===== src/rtl/pc_fetch_ctrl.sv =====
// Purpose : IF-stage PC generator; drives an instruction-memory req/gnt port,
//           applies flush / branch / stall and parks redirects behind an un-granted request.
// Latency : sequential PC advances 1 cycle after grant; a direct redirect lands 1 cycle later;
//           a parked redirect lands in the cycle after the grant.
// Backpr. : if_gnt low holds pc/if_addr and keeps if_req high; stall[0] blocks new requests only.
//
// Ports:
//   clk, rst          clock (rising edge), synchronous active-high reset
//   stall             ctrl stall bus, only stall[0] is used (freezes fetch)
//   flush, new_pc     pipeline flush and its target (sampled every cycle)
//   branch_flag_i/_tgt_i  taken branch from ID (sampled only when not stalled)
//   if_gnt            memory accepts the current request
//   ce                fetch enable (low for one cycle after reset)
//   pc, if_addr       current fetch PC; if_addr is always pc
//   if_req            fetch request, combinational
//   misalign_o/_addr  misaligned-redirect pulse and the raw offending target
//
// Optional feature: define PC_ALIGN_CHECK_EN to trap misaligned redirect targets to
// EXC_VEC (with misalign_o/misalign_addr); otherwise the low target bits are cleared
// and the misalign outputs are tied to zero.

module pc_fetch_ctrl #(
  parameter int                ADDR_W     = 32,
  parameter logic [ADDR_W-1:0] RST_VEC    = '0,
  parameter int                INST_BYTES = 4,
  parameter int                STALL_W    = 6,
  parameter logic [ADDR_W-1:0] EXC_VEC    = 'h20
) (
  input  logic               clk,
  input  logic               rst,
  input  logic [STALL_W-1:0] stall,
  input  logic               flush,
  input  logic [ADDR_W-1:0]  new_pc,
  input  logic               branch_flag_i,
  input  logic [ADDR_W-1:0]  branch_tgt_i,
  input  logic               if_gnt,
  output logic               ce,
  output logic [ADDR_W-1:0]  pc,
  output logic               if_req,
  output logic [ADDR_W-1:0]  if_addr,
  output logic               misalign_o,
  output logic [ADDR_W-1:0]  misalign_addr
);

  localparam logic [ADDR_W-1:0] STEP       = ADDR_W'(INST_BYTES);
  // INST_BYTES is a power of two, so INST_BYTES-1 masks exactly the sub-instruction bits.
  localparam logic [ADDR_W-1:0] ALIGN_MASK = ADDR_W'(INST_BYTES - 1);

  logic              wait_q;      // request issued and not yet granted
  logic              pend_vld;    // a redirect is parked behind the outstanding request
  logic              pend_flush;  // the parked redirect came from a flush
  logic [ADDR_W-1:0] pend_addr;   // raw (unaligned) parked target

  logic              hs;          // handshake this cycle
  logic              blocked;     // request presented but not granted
  logic              br_vld;
  logic              redir_vld;
  logic [ADDR_W-1:0] redir_raw;
  logic              take_pend;
  logic              apply_vld;
  logic [ADDR_W-1:0] apply_raw;
  logic [ADDR_W-1:0] apply_tgt;
  logic [ADDR_W-1:0] pc_seq;
  logic              unused_stall;

  assign unused_stall = ^stall;

  assign if_req    = ce & (wait_q | ~stall[0]);
  assign if_addr   = pc;
  assign hs        = if_req & if_gnt;
  assign blocked   = if_req & ~if_gnt;
  assign br_vld    = branch_flag_i & ~stall[0];
  assign redir_vld = flush | br_vld;
  // Flush outranks a same-cycle branch; the branch is simply dropped.
  assign redir_raw = flush ? new_pc : branch_tgt_i;
  assign pc_seq    = pc + STEP;

  // At the grant, a parked flush still beats a branch arriving in the same cycle, so a
  // flush is never lost; otherwise the newest redirect wins.
  assign take_pend = pend_vld & (~redir_vld | (pend_flush & ~flush));

  always_comb begin
    apply_vld = 1'b0;
    apply_raw = redir_raw;
    if (hs) begin
      if (take_pend) begin
        apply_vld = 1'b1;
        apply_raw = pend_addr;
      end else if (redir_vld) begin
        apply_vld = 1'b1;
      end
    end else if (ce && !if_req && redir_vld) begin
      // Nothing outstanding: the redirect (a flush while stalled) loads pc directly.
      apply_vld = 1'b1;
    end
  end

`ifdef PC_ALIGN_CHECK_EN
  logic apply_mis;
  assign apply_mis = |(apply_raw & ALIGN_MASK);
  assign apply_tgt = apply_mis ? EXC_VEC : apply_raw;

  always_ff @(posedge clk) begin
    if (rst) begin
      misalign_o    <= 1'b0;
      misalign_addr <= '0;
    end else begin
      misalign_o <= apply_vld & apply_mis;
      if (apply_vld && apply_mis) begin
        misalign_addr <= apply_raw;
      end
    end
  end
`else
  assign apply_tgt     = apply_raw & ~ALIGN_MASK;
  assign misalign_o    = 1'b0;
  assign misalign_addr = '0;
`endif

  always_ff @(posedge clk) begin
    if (rst) begin
      ce         <= 1'b0;
      pc         <= RST_VEC;
      wait_q     <= 1'b0;
      pend_vld   <= 1'b0;
      pend_flush <= 1'b0;
      pend_addr  <= '0;
    end else begin
      ce     <= 1'b1;
      wait_q <= blocked;

      // Hold rule: pc only moves on a grant or when no request is outstanding.
      if (!ce) begin
        pc <= RST_VEC;
      end else if (apply_vld) begin
        pc <= apply_tgt;
      end else if (hs) begin
        pc <= pc_seq;
      end

      if (hs) begin
        pend_vld   <= 1'b0;
        pend_flush <= 1'b0;
      end else if (blocked && redir_vld && !(pend_vld && pend_flush && !flush)) begin
        pend_vld   <= 1'b1;
        pend_flush <= flush;
        pend_addr  <= redir_raw;
      end
    end
  end

endmodule


===== config.mk =====
export PLATFORM = sky130hd
export DESIGN_NAME = pc_fetch_ctrl
export DESIGN_NICKNAME = d
export VERILOG_FILES = /design/src/rtl/pc_fetch_ctrl.sv
export SDC_FILE = /design/constraint.sdc
export NUM_CORES = 1
export LEC_CHECK = 0
export ABC_AREA = 1
export ABC_CLOCK_PERIOD_IN_PS = 1400
export BUFFER_PORTS_ARGS = -buffer_cell sky130_fd_sc_hd__buf_2
export CAP_MARGIN = 10
export CORE_ASPECT_RATIO = 0.9
export CORE_MARGIN = 2
export CORE_UTILIZATION = 47
export CTS_BUF_LIST = sky130_fd_sc_hd__clkbuf_2 sky130_fd_sc_hd__clkbuf_4 sky130_fd_sc_hd__clkbuf_8
export CTS_CLUSTER_DIAMETER = 200
export DETAILED_ROUTE_END_ITERATION = 8
export HOLD_SLACK_MARGIN = 0.1
export PLACE_DENSITY = 0.8
export SLEW_MARGIN = 15
export SYNTH_ARGS = -nofsm -noshare
export SYNTH_HDL_FRONTEND = slang
export SYNTH_SLANG_ARGS = --single-unit

===== constraint.sdc =====
create_clock -name clk -period 1.4 [get_ports clk]
set_input_delay 0.28 -clock clk [delete_from_list [all_inputs] [get_ports clk]]
set_output_delay 0.28 -clock clk [all_outputs]
set_load 0.05 [all_outputs]

==> metrics, run 1 <==
CTS tree done; largest net degree at the start of global routing 33; failing checks negative setup slack; Port Buf Inserts around 130; total core area 9700 sq um; CTS Buf Count 9; syn avg cell area 6.86 sq um; Cell Area, Synth 4720 sq um; # DRC 0; post-synthesis register bit count 64; number of clock sinks 64; Worst Setup Start Kind flop; crit path from wait_q$_SDFF_PP0_; Vias/cell 5.38; antenna-violating nets left 0; Gate Count Post-Synth roughly 690; maximum clock insertion buffer count 2; FMAX 627 MHz; Ports 174; Tcrit/Tclk final 1.14; clock latency on the worst-skew pair 0.37 ns; vias in the first global route about 5000; clock skew 0.0180 ns; Core Util, Final 0.710; pre-CTS WS -0.240 ns; sequential area share after synthesis 0.271; overall global routing resource usage 0.285; maximum vdd drop 0.450 mV; Placed Area 5850 sq um; NumNets Final 959; Vias 5454; drt total wl 16200 um; min Tclk post-route 1.60 ns; clk slew on worst S/H paths 0.09 ns; outcome finished, violations left; HPWL after detailed placement 10100 um; max-cap check violation count 0; area grow syn2layout 45.9%; Critical Path RT ~1.6 ns; post-route cell area 6880 sq um; Final Worst Setup Slack -0.196 ns; WP data arrival ~1.8 ns; post-synthesis cell type count 33; share of layout cells above drive strength 1 0.463; max-slew violations 0; Rows 34; fillers 708; Fin. Hold Viols 0; H-tree Lvls 3; hold buffer count at CTS 0; initial core utilization 0.487; count of final setup violators 62; clock root cell clkbuf_8; HP Start flush; GP Congestion 0.927; RSZ-0062 raised after global routing true; CP Capture Type flop; Tot Pwr 5.14 mW; YS warnings 0; grt ovf 0; reg-to-reg startpoint wait_q$_SDFF_PP0_; P per Cell Area 747 nW/um^2; die width 110 um; initial antenna violation count 0; first-pass GRT wire length 24100 um; routed len/inst 16.0 um; Hold Path Class input pin to flop; LEAKAGE 3.02 nW; WS Path Type flop to flop; largest fanout on the critical path 5; Iteration-0 DRC Markers 419; drt first pass iters 6; Die ar. 10900 sq um; n_diodes 0; Die Y 99.1 um
-- what timing repair did --
action                     4_1_cts  5_1_grt
cloned                           7        4
setup endpoints to repair       61       81
gates resized for setup         73       83
buffers inserted                16       11
pin swaps                       27       17
-- logic make-up (layout without fill, tap and decap cells) --
family | Yosys count | after routing | share of synthesized area
multiplexers | 30 | 30 | 0.0636
buffers and inverters | 153 | 317 | 0.189
flip-flops | 64 | 64 | 0.271
other | 1 | 37 | 0.000795
AND/OR/NAND/NOR | 299 | 299 | 0.269
AO/OA/AOI/OAI | 140 | 140 | 0.204
adder cells (fa/ha/maj) | 1 | 1 | 0.00265
-- report_power, final --
part / internal, mW / switching (mW) / total (mW)
Combinational: 0.555 / 1.01 / 1.56
Clock: 0.837 / 0.803 / 1.64
Sequential: 1.87 / 0.0690 / 1.94
-- flip-flops by register name (all words and copies together) (netlist names) --
register and cells:
ce 1, pend_flush 1, pend_addr 30, wait_q 1, if_addr 30, pend_vld 1
-- per-layer routing --
metal	share of wire	track usage
met5	0	0
met4	0.035	0.0896
met3	0.087	0.0529
met2	0.49	0.495
met1	0.39	0.353
-- cells in the mapped netlist --
library cell	n	share of area
a211oi_2	30	0.080
a21o_1	1	0.0016
a21oi_1	44	0.047
a21oi_2	1	0.0019
a31oi_1	1	0.0013
buf_1	1	0.00079
buf_2	12	0.013
buf_4	76	0.12
buf_6	2	0.0048
clkbuf_1	8	0.0064
conb_1	1	0.00079
dfxtp_1	64	0.27
ha_1	1	0.0027
inv_1	47	0.037
inv_2	6	0.0048
inv_4	1	0.0013
mux2i_1	30	0.064
nand2_1	118	0.094
nand2_2	3	0.0040
nand2_4	1	0.0024
nand2_8	1	0.0042
nand3_1	55	0.058
nand3b_1	2	0.0032
nand4_1	3	0.0040
nor2_1	110	0.087
nor2_4	1	0.0024
nor2_8	1	0.0042
nor3_1	2	0.0021
o211ai_1	8	0.013
o21ai_0	38	0.040
o21ai_1	14	0.015
o21bai_1	3	0.0048
or2_2	2	0.0027
-- critical path: stages (launching register included) --
cell and delay [ns]:
dfxtp_2 0.33, inv_2 0.06, buf_6 0.10, nand4_1 0.13, nand2_4 0.14, buf_6 0.13, clkinvlp_4 0.15, buf_4 0.17
a31oi_1 0.16, a21oi_1 0.10
-- through the flow --
| step | TNS (ns) | hold WS, ns | cells |
|---|---|---|---|
| 4_1_cts | -3.61 | 0.223 | 1006 |
| 6_report | -6.44 | 0.229 | 1014 |
| 5_1_grt | -10.03 | 0.233 | 1014 |
| 3_5_place_dp | -11.43 | 0.470 | 968 |
| 3_3_place_gp | -9.44 | 0.467 | 968 |
| 2_1_floorplan | -8.16 | 0.448 | 724 |
-- path summary, 6_finish.rpt --
kind	slack (ns)	to	depth (start not counted)
setup reg to reg	-0.20	if_addr[7]$_SDFFE_PP0P_	9
hold reg to reg	0.51	pend_flush$_SDFFE_PP0P_	2
hold / removal	0.23	pend_flush$_SDFFE_PP0P_	3
setup / recovery	-0.20	if_addr[7]$_SDFFE_PP0P_	9
-- cell type report --
cell class	count	area, sq um	area share
sequential	64	1360	0.198
inverter	54	231	0.0336
clock buffer	10	131	0.0191
tap	126	158	0.0229
clock inverter	6	60.1	0.00872
multi-input combinational	507	3000	0.436
timing repair inverter	1	8.76	0.00127
timing repair buffer	246	1930	0.280
-- cell usage in the layout (no fill, tap or decap), types with 19 or more instances in the layout --
cell	Yosys	layout
buf_4	76	79
nor2_1	110	92
nand3_1	55	41
nand2_1	118	111
clkbuf_4	0	21
inv_1	47	43
a211oi_2	30	30
o21ai_0	38	32
dfxtp_1	64	33
buf_2	12	106
conb_1	1	37
mux2i_1	30	30
buf_6	2	19
a21oi_1	44	22
a21oi_2	1	21
Note: power is estimated with default switching activity, not from simulation.
==> run 2, diff against run 1 <==
REMOVE_ABC_BUFFERS = 1   (was not set)
SKIP_CTS_REPAIR_TIMING = 1   (was not set)
==> run 2 against run 1 <==
The flow still finishes with violations (negative setup slack). Flip-flop and latch count is the same. Total power shrank 3.0%. Setup slack got worse by 0.043 ns. Clock power shrank 5%. First-iteration DRC count fell by 3.1%. Critical path depth rose by 2. Global-route usage down 5.1 points. Largest power group unchanged.
==> metrics, run 2 (same netlist as run 1, synthesis figures left out) <==
outcome finished, violations left; failing checks negative setup slack; max-slew violations 0; number of clock sinks 64; critical-path cell list ha_4 -> nand2_4 -> nor2_4 -> nand2_2 -> nor2_4 -> nand3b_1 -> nand2_1 -> nand2_1 -> nand3_1 -> nand2_1 -> inv_1; total core area between 9000 and 10000 sq um; drt total wl 15000 um; Tcrit/Tclk final 1.17; Critical Path Max Stage Delay ~0.37 ns; count of final setup violators between 50 and 60; Die Y 99.1 um; NumNets Final 966; largest net degree at the start of global routing 31; Rows 34; grt ovf 0; CTS tree done; n_diodes 0; HP Start rst; maximum clock insertion buffer count 2; Register-to-Register Path Depth 11; share of layout cells above drive strength 1 0.457; Fin. Hold Viols 0; HPWL after detailed placement ~10000 um; FMAX around 610 MHz; clock root cell clkbuf_8; Min Hold Slack 0.149 ns; Hold Path Class input pin to flop; area of the multi-input gates between 2000 and 3000 sq um; Core Util, Final 0.703; Vias/cell between 5 and 6; RSZ-0062 raised after global routing true; Port Buf Inserts 127; WP data arrival about 2.0 ns; P per Cell Area 732 nW/um^2; Die ar. 10900 sq um; Critical Path RT 1.71 ns; delay-heaviest family, CP simple AND/OR/NAND/NOR gates; CP max-delay cell dfxtp_2; total negative setup slack -2.12 ns; clock latency on the worst-skew pair 0.37 ns; Vias approximately 5400; Ports between 150 and 200; initial core utilization 0.487; Iteration-0 DRC Markers 406; first-pass GRT wire length between 20000 and 25000 um; LEAKAGE between 2 and 3 nW; reg2reg end if_addr[18]$_SDFFE_PP0P_; stages on the worst setup path 11; die width 110 um; overall global routing resource usage 0.234; reg-to-reg startpoint if_addr[3]$_SDFFE_PP0P_; commonest non-fill, non-tap cell in the layout buf_4; crit path from if_addr[3]$_SDFFE_PP0P_; crit path capture if_addr[18]$_SDFFE_PP0P_; clock skew approximately 0.015 ns; CP Capture Type flop; vias in the first global route 4453; min Tclk post-route 1.64 ns; Worst Setup Start Kind flop; worst path buffer plus inverter count 1; largest fanout on the critical path 6; fillers 755; routed len/inst 14.7 um; Final Worst Setup Slack -0.239 ns; CTS Buf Count 9; r2r setup slk -0.24 ns; # DRC 0; fin cells approximately 1000; initial antenna violation count 0; max-cap check violation count 0; GP Congestion slightly above 0.9; FF+latch area between 1000 and 1500 sq um; WS Path Type flop to flop; antenna-violating nets left 0; H-tree Lvls 3; drt first pass iters 5; most frequent cells in the layout buf_4, nand2_1, buf_2; clk slew on worst S/H paths 0.08 ns; maximum vdd drop approximately 0.44 mV; area grow syn2layout 44.5%; most frequent cell on the critical path nand2_1; placed insts 996
-- run 2: worst min path at each step --
stage                                          to  slack (ns)  depth (start not counted)
after detailed placement  pend_flush$_SDFFE_PP0P_        0.47                          2
after global placement      pend_vld$_SDFFE_PP0P_        0.45                          2
after CTS                              ce$_DFF_P_        0.15                          2
after global routing                   ce$_DFF_P_        0.17                          2
final                                  ce$_DFF_P_        0.15                          2
after floorplan                 wait_q$_SDFF_PP0_        0.35                          1
-- run 2: routing by layer --
layer | track usage | wire, um | up-vias | share of wire
met1 | 0.305 | 6110 | 2480 | 0.41
met2 | 0.395 | 7380 | 277 | 0.49
met4 | 0.0487 | 229 | 0 | 0.015
met5 | 0 | 0 | - | 0
met3 | 0.0503 | 1290 | 29 | 0.086
li1 | - | - | 2580 | -
-- run 2: power breakdown --
part	internal, mW	switching (mW)	total, mW
registers	1.89	0.0584	1.95
logic	0.533	0.946	1.48
clock network	0.799	0.765	1.56
-- run 2: final cells by class --
| cell class | count | share of cell area |
|---|---|---|
| Inverter | 54 | 0.0330 |
| Multi-Input combinational cell | 507 | 0.438 |
| Sequential cell | 64 | 0.193 |
| Clock buffer | 13 | 0.0253 |
| Clock inverter | 3 | 0.00220 |
| Timing Repair Buffer | 254 | 0.286 |
| Tap cell | 126 | 0.0231 |
-- run 2: per-stage QoR --
stage	total power [mW]	setup slack, ns	area (sq um)
floorplan	2.79	-1.22	4170
global placement	3.27	-0.160	5900
detailed placement	3.29	-0.202	5900
CTS	4.80	-0.200	6080
global route	5.16	-0.296	6820
finish	4.99	-0.239	6820
-- run 2: worst reg2reg max path, stage by stage (launching register included) --
cell,delay (ns)
dfxtp_2,0.37
ha_4,0.16
nand2_4,0.06
nor2_4,0.14
nand2_2,0.13
nor2_4,0.22
nand3b_1,0.13
nand2_1,0.11
nand2_1,0.08
nand3_1,0.08
nand2_1,0.05
inv_1,0.04
